==> src/rtl/cam_pwr_seq_pkg.sv <==
// Shared types and elaboration-time helpers for the camera power sequencer.
package cam_pwr_seq_pkg;

  typedef enum logic [2:0] {
    ST_OFF       = 3'd0,
    ST_UP_WAIT   = 3'd1,
    ST_ON        = 3'd2,
    ST_DOWN_WAIT = 3'd3,
    ST_FAULT     = 3'd4
  } state_e;

  // Microseconds to clock ticks, never less than one tick.
  function automatic logic [63:0] us_to_ticks(input logic [63:0] us,
                                              input logic [63:0] clk_freq);
    logic [63:0] t;
    t = (us * clk_freq) / 64'd1_000_000;
    return (t == 64'd0) ? 64'd1 : t;
  endfunction

  // Counter width able to hold the largest tick count.
  function automatic int cnt_width(input logic [63:0] max_ticks);
    return $clog2(max_ticks) + 1;
  endfunction

endpackage

==> src/rtl/cam_pwr_seq_delay_cnt.sv <==
// Loadable down-counter; done_o is high once the loaded count has run out.
// A load of N makes done_o rise N cycles later, so a decision taken on done_o
// lands exactly N edges after the load edge.
module pwr_delay_cnt #(
  parameter int W = 8
) (
  input  logic         clk_i,
  input  logic         rst_n_i,
  input  logic         load_i,
  input  logic [W-1:0] value_i,
  output logic         done_o
);

  logic [W-1:0] cnt_q, cnt_d;

  // Load wins over counting; count saturates at zero.
  always_comb begin
    cnt_d = cnt_q;
    if (load_i)
      cnt_d = value_i;
    else if (cnt_q != '0)
      cnt_d = cnt_q - W'(1);
  end

  // Counter register.
  always_ff @(posedge clk_i or negedge rst_n_i) begin
    if (!rst_n_i) cnt_q <= '0;
    else          cnt_q <= cnt_d;
  end

  assign done_o = (cnt_q <= W'(1));

endmodule

==> src/rtl/cam_pwr_seq.sv <==
// Multi-rail camera power sequencer: ordered enable with per-stage settle
// delay, reverse-order disable with a fixed gap, immediate shutdown on fault.
// Optional macro CAM_PWR_SEQ_PGOOD_EN adds per-stage power-good gating with a
// timeout and power-good monitoring while ON.
module cam_pwr_seq
  import cam_pwr_seq_pkg::*;
#(
  parameter int unsigned CLK_FREQ = 74_250_000,
  parameter int unsigned STAGES = 4,
  parameter logic [STAGES-1:0][31:0] DELAY_US = {32'd100_000, 32'd1_000, 32'd1_000, 32'd1_000},
  parameter int unsigned DOWN_DELAY_US = 1_000,
  parameter int unsigned PGOOD_TIMEOUT_US = 10_000
) (
  input  logic                      clk_i,
  input  logic                      rst_n_i,
  input  logic                      en_i,
  input  logic                      fault_i,
  input  logic                      clear_fault_i,
  input  logic [STAGES-1:0]         pgood_i,
  output logic [STAGES-1:0]         en_o,
  output logic                      ready_o,
  output logic                      busy_o,
  output logic                      fault_o,
  output logic [$clog2(STAGES):0]   stage_o
);

  localparam int SW = $clog2(STAGES) + 1;

  // Largest tick count of any delay this block may load.
  function automatic logic [63:0] calc_max_ticks();
    logic [63:0] m;
    m = us_to_ticks(64'(DOWN_DELAY_US), 64'(CLK_FREQ));
    if (us_to_ticks(64'(PGOOD_TIMEOUT_US), 64'(CLK_FREQ)) > m)
      m = us_to_ticks(64'(PGOOD_TIMEOUT_US), 64'(CLK_FREQ));
    for (int i = 0; i < int'(STAGES); i++)
      if (us_to_ticks(64'(DELAY_US[i]), 64'(CLK_FREQ)) > m)
        m = us_to_ticks(64'(DELAY_US[i]), 64'(CLK_FREQ));
    return m;
  endfunction

  localparam logic [63:0]    MAX_TICKS  = calc_max_ticks();
  localparam int             CW         = cnt_width(MAX_TICKS);
  localparam logic [CW-1:0]  DOWN_TICKS = CW'(us_to_ticks(64'(DOWN_DELAY_US), 64'(CLK_FREQ)));
  localparam logic [SW-1:0]  LAST       = SW'(STAGES - 1);
  localparam int             NIDX       = 2 ** SW;

  // Per-stage settle ticks, padded to a power of two so any k_q indexes it.
  logic [CW-1:0] up_ticks [NIDX];
  for (genvar gi = 0; gi < NIDX; gi++) begin : g_ticks
    if (gi < int'(STAGES)) begin : g_used
      assign up_ticks[gi] = CW'(us_to_ticks(64'(DELAY_US[gi]), 64'(CLK_FREQ)));
    end else begin : g_pad
      assign up_ticks[gi] = CW'(1);
    end
  end

  state_e            state_q;
  logic [STAGES-1:0] en_q;
  logic [SW-1:0]     k_q;
  logic              ready_q, busy_q, fault_q;

  logic              dly_load, dly_done;
  logic [CW-1:0]     dly_value;
  logic              fault_now, up_done;
  logic [SW-1:0]     next_idx, prev_idx;

  assign next_idx = (k_q == LAST) ? k_q : k_q + SW'(1);
  assign prev_idx = k_q - SW'(1);

`ifdef CAM_PWR_SEQ_PGOOD_EN
  localparam logic [CW-1:0] PG_TICKS = CW'(us_to_ticks(64'(PGOOD_TIMEOUT_US), 64'(CLK_FREQ)));
  logic pg_k, pg_wait, tmo_done;

  assign pg_k      = |(pgood_i & (STAGES'(1) << k_q));
  assign pg_wait   = (state_q == ST_UP_WAIT) && dly_done && !pg_k;
  assign up_done   = dly_done && pg_k;
  assign fault_now = fault_i
                   | ((state_q == ST_ON) && !(&pgood_i))
                   | (pg_wait && tmo_done);

  // Timeout counter is held loaded until a stage starts waiting on pgood.
  pwr_delay_cnt #(.W(CW)) u_tmo_cnt (
    .clk_i   (clk_i),
    .rst_n_i (rst_n_i),
    .load_i  (!pg_wait),
    .value_i (PG_TICKS),
    .done_o  (tmo_done)
  );
`else
  logic pgood_unused;
  assign pgood_unused = ^pgood_i;
  assign up_done      = dly_done;
  assign fault_now    = fault_i;
`endif

  pwr_delay_cnt #(.W(CW)) u_dly_cnt (
    .clk_i   (clk_i),
    .rst_n_i (rst_n_i),
    .load_i  (dly_load),
    .value_i (dly_value),
    .done_o  (dly_done)
  );

  // Delay reloads that accompany each FSM step.
  always_comb begin
    dly_load  = 1'b0;
    dly_value = DOWN_TICKS;
    case (state_q)
      ST_OFF: if (en_i) begin
        dly_load  = 1'b1;
        dly_value = up_ticks[0];
      end
      ST_UP_WAIT: begin
        if (!en_i) begin
          dly_load = 1'b1;
        end else if (up_done && (k_q != LAST)) begin
          dly_load  = 1'b1;
          dly_value = up_ticks[next_idx];
        end
      end
      ST_ON:        if (!en_i) dly_load = 1'b1;
      ST_DOWN_WAIT: if (dly_done && (k_q != '0)) dly_load = 1'b1;
      default: ;
    endcase
  end

  // Sequencer FSM with registered outputs; a fault overrides every state.
  always_ff @(posedge clk_i or negedge rst_n_i) begin
    if (!rst_n_i) begin
      state_q <= ST_OFF;
      en_q    <= '0;
      k_q     <= '0;
      ready_q <= 1'b0;
      busy_q  <= 1'b0;
      fault_q <= 1'b0;
    end else if (fault_now) begin
      state_q <= ST_FAULT;
      en_q    <= '0;
      ready_q <= 1'b0;
      busy_q  <= 1'b0;
      fault_q <= 1'b1;
    end else begin
      case (state_q)
        ST_OFF: if (en_i) begin
          en_q    <= STAGES'(1);
          k_q     <= '0;
          busy_q  <= 1'b1;
          state_q <= ST_UP_WAIT;
        end
        ST_UP_WAIT: begin
          if (!en_i) begin
            en_q    <= en_q & ~(STAGES'(1) << k_q);
            state_q <= ST_DOWN_WAIT;
          end else if (up_done) begin
            if (k_q == LAST) begin
              ready_q <= 1'b1;
              busy_q  <= 1'b0;
              state_q <= ST_ON;
            end else begin
              en_q <= en_q | (STAGES'(1) << next_idx);
              k_q  <= next_idx;
            end
          end
        end
        ST_ON: if (!en_i) begin
          ready_q <= 1'b0;
          busy_q  <= 1'b1;
          en_q    <= en_q & ~(STAGES'(1) << LAST);
          k_q     <= LAST;
          state_q <= ST_DOWN_WAIT;
        end
        ST_DOWN_WAIT: if (dly_done) begin
          if (k_q != '0) begin
            en_q <= en_q & ~(STAGES'(1) << prev_idx);
            k_q  <= prev_idx;
          end else begin
            busy_q  <= 1'b0;
            state_q <= ST_OFF;
          end
        end
        ST_FAULT: if (clear_fault_i && !en_i) begin
          fault_q <= 1'b0;
          state_q <= ST_OFF;
        end
        default: state_q <= ST_OFF;
      endcase
    end
  end

  assign en_o    = en_q;
  assign ready_o = ready_q;
  assign busy_o  = busy_q;
  assign fault_o = fault_q;
  assign stage_o = k_q;

endmodule

==> config.mk <==
export PLATFORM = sky130hd
export DESIGN_NAME = cam_pwr_seq
export DESIGN_NICKNAME = d
export VERILOG_FILES = /design/src/rtl/cam_pwr_seq_pkg.sv /design/src/rtl/cam_pwr_seq_delay_cnt.sv /design/src/rtl/cam_pwr_seq.sv
export SDC_FILE = /design/constraint.sdc
export NUM_CORES = 1
export LEC_CHECK = 0
export ABC_CLOCK_PERIOD_IN_PS = 3000
export BUFFER_PORTS_ARGS = -buffer_cell sky130_fd_sc_hd__buf_2
export CAP_MARGIN = 40
export CORE_ASPECT_RATIO = 0.7
export CORE_MARGIN = 2
export CORE_UTILIZATION = 35
export DETAILED_ROUTE_END_ITERATION = 10
export PLACE_DENSITY = 0.6
export RECOVER_POWER = 50
export SLEW_MARGIN = 20
export SYNTH_ARGS = -nofsm -noshare
export SYNTH_HDL_FRONTEND = slang
export SYNTH_HIERARCHICAL = 1
export SYNTH_SLANG_ARGS = --single-unit
==> constraint.sdc <==
create_clock -name clk_i -period 3 [get_ports clk_i]
set_input_delay 0.6 -clock clk_i [delete_from_list [all_inputs] [get_ports clk_i]]
set_output_delay 0.6 -clock clk_i [all_outputs]
set_load 0.01 [all_outputs]
==> results.toml <==
[status]
outcome = "complete, but fails checks"
violations = "capacitance limit, slew limit"

[worst_hold_path]
min_path_type = "input port to asynchronous set/reset pin"

[final_layout]
final-instance-count-excl-fill = 431
layout.nets = 349
synthToLayoutAreaGrowth_pct = 12.6
insertedDiodeCount = 0
drive_gt1_share_pct = 14.1
layout.cells.most_common_list = "37 x dfrtp_1, 26 x nor2_1, 25 x nand2_1"
layout.cells.most_common = "dfrtp_1"

[drt]
wl_mm = 6.61
vias = 2359
detail_route.iter0.violations = 175
routed_length_per_placed_instance_um = 15.3
viasPerCell = 5.47
1st_pass_router_iterations = 5
drc_errors = 0
ant_nets = 0

[floorplanning]
placeable_core_region_um2 = 7320
i_o_pins = 19
design.die.area_um2 = 8320
die_x_um = 108
die_h_um = 76.9
floorplan.initialDensity_pct = 36.3
floorplan.rows = 26

[synthesis]
synthMuxAreaShare_pct = 1.37
sequential_cell_area_fraction_in_the_yosys_report_pct = 34.8
yosys.cell_types.count = 58
syn-instance-count = 306
synth-xor-area-share_pct = 5.27
synthTopCellsByArea = "dfrtp_1 35%, ha_1 3.8%, nor2_1 3.7%, nand2_1 3.5%, nand2b_1 3.1%"
synth_top_family_by_area = "simple AND/OR/NAND/NOR gates"
synth_top_flop_cell = "dfrtp_1"
mappedNetlistArea_um2 = 2660
synthAdderAreaFrac_pct = 4.14
ys_seq_elements = 37
post_synthesis_simple_gate_area_fraction_pct = 25.0
synth_compound_gate_area_share_pct = 24.1
synth_area_per_cell_um2 = 8.68
synth_edf_count = 0
post_synthesis_async_set_or_reset_flop_share_pct = 100
netlist.area_leader.share_pct = 34.8
synth_area_leader_cell = "dfrtp_1"
yosysWarnings = 6

[setup_path]
worst_r2r_path_depth = 10
critPathCaptureType = "flop"
rrSetupSlack_ns = 0.17
critical_path.reg2reg.endpoint = "u_dly_cnt/cnt_q[20]$_DFFE_PN0P_"
worst_ep_required_time_ns = 3.24
setup.worst_path.start_class = "flop"
crit_fanout = 9
timing_worst_setup_path_type = "flop to flop"
arrival_ns = 3.07
crit-reg2reg-launch = "u_dly_cnt/cnt_q[8]$_DFFE_PN0P_"

[placement]
dp.final_hpwl_mm = 4.78
gpl.final_weighted_congestion = 0.831
placed_cells_incl_taps = 423
port_buffers = 14

[global_route]
track_usage_pct = 17.1
number_of_antenna_violations_at_the_first_check_in_global_routing = 0
grt-ovfl-total = 0
vias_in_the_first_global_route = 2194
global_route_wire_length_before_repair_mm = 11.2
grt_max_degree = 31

[clock_network]
clock_sinks = 37
post_cts_resize_count = 0
cts_htree_levels = 2
cts.clk_slew.worst_paths_ns = 0.08
tritoncts_clock_tree = "built"
cts_buffer_depth = 2
worstSkewPairLatency_ns = 0.30
cts_hold_repair.buffers = 0
root_buffer = "clkbuf_8"
number_of_buffers_added_by_the_clock_tree_synthesis_step = 5
post-cts-setup-buffer-count = 0

[sta]
timing.final.crit_share_pct = 94.4
final.min_clock_period_ns = 2.83
worst_pin_slew_ns = 1.70
final_setup_fails = 0
fmax_achieved_ghz = 0.353
rsz0062_at_grt = "no"
timing.final.hold_violations = 0
slew_violations = 31
max_slew_margin_pct = -13.4
totalNegativeSetupSlack_ns = 0
clock_skew_ns = 0.00524

[power]
power_density_nw_per_um2 = 750
p_leak_nw = 1.25
post-layout-total-power_mw = 2.24
peakVddDrop_v = 0.000245

[flow_run]
cap_violations = 1
[metal layers]
layer	up-vias	GRT usage, %	part of all wire (%)
li1	1161	-	-
met1	1106	28.1	54
met2	85	22.1	38
met3	7	2.89	6.2
met4	0	4.74	1.1
met5	-	0	0
[Yosys cell counts (2+ instances only)]
master / n
clkbuf_1: 8
or2_2: 2
o21ai_0: 8
ha_1: 8
a31oi_1: 6
a211oi_1: 2
o31ai_1: 8
nor4_1: 6
xor2_1: 8
dfrtp_1: 37
a21boi_0: 2
nor3_1: 8
o31a_1: 2
buf_2: 3
o211a_1: 6
inv_1: 9
a21oi_1: 16
o22a_1: 3
or3_1: 6
a32o_1: 3
nand2b_1: 13
nand2_1: 25
nand3_1: 10
xnor2_1: 8
nor2b_1: 12
o41ai_1: 4
o21ai_1: 11
o211ai_1: 3
a22o_1: 7
nor2_1: 26
nor4_2: 2
o31a_2: 2
buf_4: 7
[area by class of cell]
cell class | instances | area, µm²
Clock buffer | 5 | 68.8
Clock inverter | 3 | 17.5
Fill cell | 739 | 4330
Inverter | 10 | 37.5
Multi-Input combinational cell | 249 | 1640
Sequential cell | 37 | 926
Tap cell | 98 | 123
Timing Repair Buffer | 29 | 183
[sequential cells by signal, indices dropped and copies added, names as in the netlist]
name,flops
u_dly_cnt/cnt_q,24
en_o,4
stage_o,3
state_q,3
busy_o,1
fault_o,1
ready_o,1
[worst max-delay path, cell delays in order, from the launching register on]
cell and delay (ns):
dfrtp_1 0.43, nor4_2 0.46, nand2_1 0.21, or3_1 0.41, nor2_1 0.17, buf_4 0.19, nand2_1 0.09, nor4_1 0.29
buf_4 0.23, nand2b_1 0.12, o311a_1 0.15
[worst max-delay path by stage]
stage,from,to,slack [ns],cells after the start
after global routing,u_dly_cnt/cnt_q[8]$_DFFE_PN0P_,u_dly_cnt/cnt_q[20]$_DFFE_PN0P_,0.0008,10
after detailed placement,u_dly_cnt/cnt_q[8]$_DFFE_PN0P_,u_dly_cnt/cnt_q[20]$_DFFE_PN0P_,0.24,10
after floorplan,u_dly_cnt/cnt_q[13]$_DFFE_PN0P_,u_dly_cnt/cnt_q[13]$_DFFE_PN0P_,0.05,11
after global placement,u_dly_cnt/cnt_q[8]$_DFFE_PN0P_,u_dly_cnt/cnt_q[20]$_DFFE_PN0P_,0.30,10
after CTS,u_dly_cnt/cnt_q[8]$_DFFE_PN0P_,u_dly_cnt/cnt_q[20]$_DFFE_PN0P_,0.21,10
final,u_dly_cnt/cnt_q[8]$_DFFE_PN0P_,u_dly_cnt/cnt_q[20]$_DFFE_PN0P_,0.17,10
[power by group]
group	total, mW	internal [mW]	switching (mW)
logic	0.989	0.465	0.524
clock network	0.358	0.161	0.198
registers	0.896	0.666	0.230
[cell families (layout without fill, tap and decap cells)]
kind of cell / count (synthesis) / after routing
flip-flops: 37 / 37
adder cells (fa/ha/maj): 9 / 9
XOR/XNOR: 16 / 16
AO/OA/AOI/OAI: 90 / 90
multiplexers: 3 / 3
buffers and inverters: 28 / 47
other: 1 / 9
AND/OR/NAND/NOR: 122 / 122
[per-stage QoR]
stage	worst slack [ns]	hold WS (ns)	cell area, µm²	utilization (%)
after floorplan	0.0471	0.304	2690	-
after global placement	0.297	0.461	2910	39.8
after detailed placement	0.243	0.466	2930	40.1
after CTS	0.214	0.157	3020	41.2
after global routing	0.000762	0.275	2990	40.9
final	0.167	0.241	2990	40.9
Power figures use the tool's default switching activity.
